[src/rtl/nand_op_sequencer.sv]
// nand_op_sequencer: drives one shared quad 2-input NAND package through a
// fixed per-opcode step sequence to evaluate 4-bit logic operations.
// Requests and responses use valid/ready handshakes.
// Optional build macro NAND_SEQ_PERF_EN adds a saturating EXEC-cycle counter
// (perf_steps).
module nand_op_sequencer #(
  parameter int WIDTH = 4
) (
  input  logic             clk,
  input  logic             rst_n,
  input  logic             req_valid,
  output logic             req_ready,
  input  logic [2:0]       req_op,
  input  logic [WIDTH-1:0] req_a,
  input  logic [WIDTH-1:0] req_b,
  output logic             resp_valid,
  input  logic             resp_ready,
  output logic [WIDTH-1:0] resp_y,
  output logic             resp_err,
  output logic [WIDTH-1:0] nand_a,
  output logic [WIDTH-1:0] nand_b,
  input  logic [WIDTH-1:0] nand_y
`ifdef NAND_SEQ_PERF_EN
  ,
  output logic [15:0]      perf_steps
`endif
);

  localparam logic [2:0] OP_NAND = 3'd0, OP_AND = 3'd1, OP_OR  = 3'd2,
                         OP_XOR  = 3'd3, OP_NOT = 3'd4, OP_NOR = 3'd5,
                         OP_BUF  = 3'd6, OP_ILL = 3'd7;

  typedef enum logic [1:0] {S_IDLE, S_EXEC, S_RESP} state_e;

  state_e           state_q, state_d;
  logic [2:0]       op_q;
  logic [1:0]       step_q;
  logic [WIDTH-1:0] a_q, b_q, t1_q, t2_q, t3_q, y_q;
  logic             err_q;
  logic [1:0]       last_step;
  logic             is_last;

  // Index of the final step for the latched opcode (step count - 1).
  always_comb begin
    last_step = 2'd0;
    case (op_q)
      OP_AND, OP_BUF: last_step = 2'd1;
      OP_OR:          last_step = 2'd2;
      OP_XOR, OP_NOR: last_step = 2'd3;
      default:        last_step = 2'd0;
    endcase
  end

  assign is_last = (step_q == last_step);

  // State register.
  always_ff @(posedge clk or negedge rst_n) begin
    if (!rst_n) state_q <= S_IDLE;
    else        state_q <= state_d;
  end

  // Next-state logic; illegal opcode skips EXEC entirely.
  always_comb begin
    state_d = state_q;
    case (state_q)
      S_IDLE: if (req_valid) state_d = (req_op == OP_ILL) ? S_RESP : S_EXEC;
      S_EXEC: if (is_last)   state_d = S_RESP;
      S_RESP: if (resp_ready) state_d = S_IDLE;
      default:               state_d = S_IDLE;
    endcase
  end

  // Outputs: handshake flags and the NAND operand mux for the current step.
  always_comb begin
    req_ready  = (state_q == S_IDLE);
    resp_valid = (state_q == S_RESP);
    nand_a     = '0;
    nand_b     = '0;
    if (state_q == S_EXEC) begin
      case (op_q)
        OP_NAND: begin nand_a = a_q; nand_b = b_q; end
        OP_AND: begin
          if (step_q == 2'd0) begin nand_a = a_q;  nand_b = b_q;  end
          else                begin nand_a = t1_q; nand_b = t1_q; end
        end
        OP_OR: begin
          case (step_q)
            2'd0:    begin nand_a = a_q;  nand_b = a_q;  end
            2'd1:    begin nand_a = b_q;  nand_b = b_q;  end
            default: begin nand_a = t1_q; nand_b = t2_q; end
          endcase
        end
        OP_XOR: begin
          case (step_q)
            2'd0:    begin nand_a = a_q;  nand_b = b_q;  end
            2'd1:    begin nand_a = a_q;  nand_b = t1_q; end
            2'd2:    begin nand_a = b_q;  nand_b = t1_q; end
            default: begin nand_a = t2_q; nand_b = t3_q; end
          endcase
        end
        OP_NOT: begin nand_a = a_q; nand_b = a_q; end
        OP_NOR: begin
          case (step_q)
            2'd0:    begin nand_a = a_q;  nand_b = a_q;  end
            2'd1:    begin nand_a = b_q;  nand_b = b_q;  end
            2'd2:    begin nand_a = t1_q; nand_b = t2_q; end
            default: begin nand_a = t3_q; nand_b = t3_q; end
          endcase
        end
        OP_BUF: begin
          if (step_q == 2'd0) begin nand_a = a_q;  nand_b = a_q;  end
          else                begin nand_a = t1_q; nand_b = t1_q; end
        end
        default: begin nand_a = '0; nand_b = '0; end
      endcase
    end
  end

  // Datapath: latch request, capture NAND output into T(step+1) or the result.
  always_ff @(posedge clk or negedge rst_n) begin
    if (!rst_n) begin
      op_q   <= OP_NAND;
      a_q    <= '0;
      b_q    <= '0;
      t1_q   <= '0;
      t2_q   <= '0;
      t3_q   <= '0;
      y_q    <= '0;
      err_q  <= 1'b0;
      step_q <= 2'd0;
    end else begin
      case (state_q)
        S_IDLE: if (req_valid) begin
          op_q   <= req_op;
          a_q    <= req_a;
          b_q    <= req_b;
          step_q <= 2'd0;
          if (req_op == OP_ILL) begin
            y_q   <= '0;
            err_q <= 1'b1;
          end else begin
            err_q <= 1'b0;
          end
        end
        S_EXEC: begin
          if (is_last) begin
            y_q    <= nand_y;
            step_q <= 2'd0;
          end else begin
            case (step_q)
              2'd0:    t1_q <= nand_y;
              2'd1:    t2_q <= nand_y;
              default: t3_q <= nand_y;
            endcase
            step_q <= step_q + 2'd1;
          end
        end
        default: ;
      endcase
    end
  end

  assign resp_y   = y_q;
  assign resp_err = err_q;

`ifdef NAND_SEQ_PERF_EN
  // Saturating count of EXEC cycles; only reset clears it.
  always_ff @(posedge clk or negedge rst_n) begin
    if (!rst_n)                                          perf_steps <= '0;
    else if (state_q == S_EXEC && perf_steps != 16'hFFFF) perf_steps <= perf_steps + 16'd1;
  end
`endif

endmodule

[config.mk]
export PLATFORM = sky130hd
export DESIGN_NAME = nand_op_sequencer
export DESIGN_NICKNAME = d
export VERILOG_FILES = /design/src/rtl/nand_op_sequencer.sv
export SDC_FILE = /design/constraint.sdc
export NUM_CORES = 1
export LEC_CHECK = 0
export CAP_MARGIN = 10
export CORE_MARGIN = 4
export CORE_UTILIZATION = 50
export DETAILED_ROUTE_END_ITERATION = 6
export PLACE_DENSITY = 0.77
export SYNTH_ARGS = -nofsm -noshare
export SYNTH_HDL_FRONTEND = slang
export SYNTH_SLANG_ARGS = --single-unit
[constraint.sdc]
create_clock -name clk -period 5.94 [get_ports clk]
set_clock_uncertainty 0.15 [all_clocks]
set_input_delay 0.594 -clock clk [delete_from_list [all_inputs] [get_ports clk]]
set_output_delay 0.594 -clock clk [all_outputs]
set_load 0.005 [all_outputs]
==> flow_summary.json <==
{
  "drtAntennaViolNets": 0,
  "io_pins": 34,
  "final_cell_mix": "clkdlybuf4s50_1, dfrtp_1, nand2_1, a21oi_1, mux2_2",
  "rows": 25,
  "vdd_ir_drop_max_uv": 306,
  "die_area_um2": 6040,
  "startpoint_type": "flop",
  "finalCriticalPeriod_ns": 4.03,
  "preCtsSetupSlack_ns": 2.28,
  "core_area_um2": 4720,
  "power.total_mw": 1.60,
  "ys_top_cells_by_area": "dfrtp_1, mux2_2, a21oi_1, nand2_1, mux2i_1",
  "ys_ff_latch": 32,
  "overflow": 0,
  "pwr-share-clk": 0.109,
  "synthFlopType": "dfrtp_1",
  "tritoncts": "built",
  "area_growth_pct": 16.9,
  "postCtsSetupBuffers": 0,
  "critPathMaxFanout": 35,
  "clock.fmax_mhz": 248,
  "numCtsBuffers": 5,
  "drtPass1Iterations": 7,
  "finalHoldViolCount": 0,
  "antenna_found_initial": 0,
  "grt_pass1_wl_um": 10900,
  "power_frac_seq": 0.344,
  "num_vias": 2226,
  "path_class": "flop to output port",
  "yosysWarnings": 0,
  "power_density_nw_per_um2": 565,
  "tns_ns": 0,
  "synth_area_per_cell_um2": 8.87,
  "portBuffers": 33,
  "p_int_uw": 901,
  "drv_slew": 0,
  "track_usage": 0.225,
  "hold_path.class": "flop to flop",
  "synth_top_area_cell": "dfrtp_1",
  "leakagePower_nw": 1.11,
  "insertion_delay_ns": 0.28,
  "grt_max_degree": 36,
  "grt_pass1_vias": 2201,
  "tightest_slew_ns": 1.08,
  "async_flop_share": 1.00,
  "synth-edff-count": 0,
  "required_ns": 5.20,
  "cts_hold_buf": 0,
  "endpoint_kind": "output port",
  "syn_inst": 274,
  "ys_types": 49,
  "cts.path.max_buffers": 2,
  "diodes": 0,
  "p_comb_frac": 0.547,
  "timing.final.crit_share": 0.678,
  "start_util": 0.515,
  "arrival_ns": 3.28,
  "viasPerCell": 6.24,
  "status": "complete, no violations",
  "clk_transition_reported_paths_ns": 0.06,
  "clock_sinks": 32,
  "layout_commonest_cell": "clkdlybuf4s50_1",
  "syn_area_um2": 2430,
  "wl_per_cell_um": 18.2,
  "cts-root-buf": "clkbuf_8",
  "switchingPower_uw": 704,
  "nets": 314,
  "wl_um": 6500,
  "drv_cap": 0,
  "drt_iter0_markers": 286,
  "dp_hpwl_um": 4680,
  "die_width_um": 77.7,
  "setup_viol": 0,
  "yosysTopAreaCellShare": 0.329,
  "syn-num-nets": 298,
  "swShare": 0.439,
  "h-tree-depth": 2,
  "ctsResizeCount": 0,
  "setup_slack_ns": 1.91,
  "ys_seq_area_frac": 0.329,
  "routabilityCongestion": 0.920,
  "drive_gt1_frac": 0.145,
  "rsz0062_at_grt": "false",
  "drcViolationCount": 0,
  "die_h_um": 77.7,
  "max-slew-margin-rel": 0.280
}
## cell type report
cell class | instances | area, um2
fillers | 429 | 1880
multi-input cells | 207 | 1490
flip-flops and latches | 32 | 801
repair buffers | 34 | 338
clock buffers | 7 | 96.3
well taps | 67 | 83.8
inverters | 10 | 37.5
## logic make-up after synthesis
kind of cell / synth area share
XOR/XNOR: 0.00360
multiplexers: 0.141
AO/OA/AOI/OAI: 0.255
AND/OR/NAND/NOR: 0.186
flip-flops: 0.329
adder cells (fa/ha/maj): 0.0257
buffers and inverters: 0.0592
## worst paths after layout
kind / start / end / slack, ns / cells after the start
worst min-delay path: resp_y[2] / resp_y[2] / 0.38 / 2
worst max-delay path: step_q[1] / nand_b[2] / 1.91 / 8
max in group asynchronous: rst_n / t2_q[0] / 4.79 / 2
worst min register to register: resp_y[2] / resp_y[2] / 0.38 / 2
worst max register to register: step_q[0] / t3_q[1] / 3.16 / 5
min in group asynchronous: rst_n / op_q[0] / 0.56 / 2
## metal layers
layer / vias to the layer above / track usage / routed length (um)
met4: 0 / 0.0587 / 75
met1: 1072 / 0.311 / 2830
met2: 96 / 0.368 / 3120
met5: - / 0 / 0
met3: 10 / 0.0336 / 476
li1: 1048 / - / -
## registers in the layout, indices dropped and copies added (netlist names)
register  flops
t3_q          4
t2_q          4
op_q          3
step_q        2
resp_err      1
a_q           4
state_q       2
resp_y        4
b_q           4
t1_q          4
## through the flow
step	utilization	cell area [um2]	instances	hold slack [ns]
final	0.602	2840	357	0.381
after floorplan	-	2430	274	0.148
after CTS	0.602	2840	357	0.387
after global placement	0.581	2750	350	0.369
after global routing	0.602	2840	357	0.416
after detailed placement	0.581	2750	350	0.372
## synth_stat cells, types with 7 or more instances
| cell type | instances |
|---|---|
| mux2_2 | 18 |
| o21ai_0 | 12 |
| clkbuf_1 | 15 |
| inv_1 | 9 |
| dfrtp_1 | 32 |
| nor2_1 | 16 |
| nor2b_1 | 12 |
| a221oi_1 | 7 |
| a22oi_1 | 8 |
| nand2_1 | 25 |
| mux2i_1 | 8 |
| a21oi_1 | 20 |
| buf_2 | 7 |
## power by group through the flow
stage	sequential [mW]	combinational, mW	clock (mW)
finish	0.552	0.878	0.176
floorplan	0.406	0.734	0
global placement	0.540	0.861	0
detailed placement	0.545	0.871	0
CTS	0.543	0.876	0.179
global route	0.571	0.971	0.192
## worst max-delay path, cell delays in order, from the launching register on
cell,delay (ns)
dfrtp_1,0.44
inv_1,0.21
ha_1,0.92
nor2b_1,0.33
nand2_1,0.15
o32ai_1,0.09
nor4_1,0.30
a21oi_1,0.10
clkdlybuf4s50_1,0.45
(Power assumes the default switching activity.)
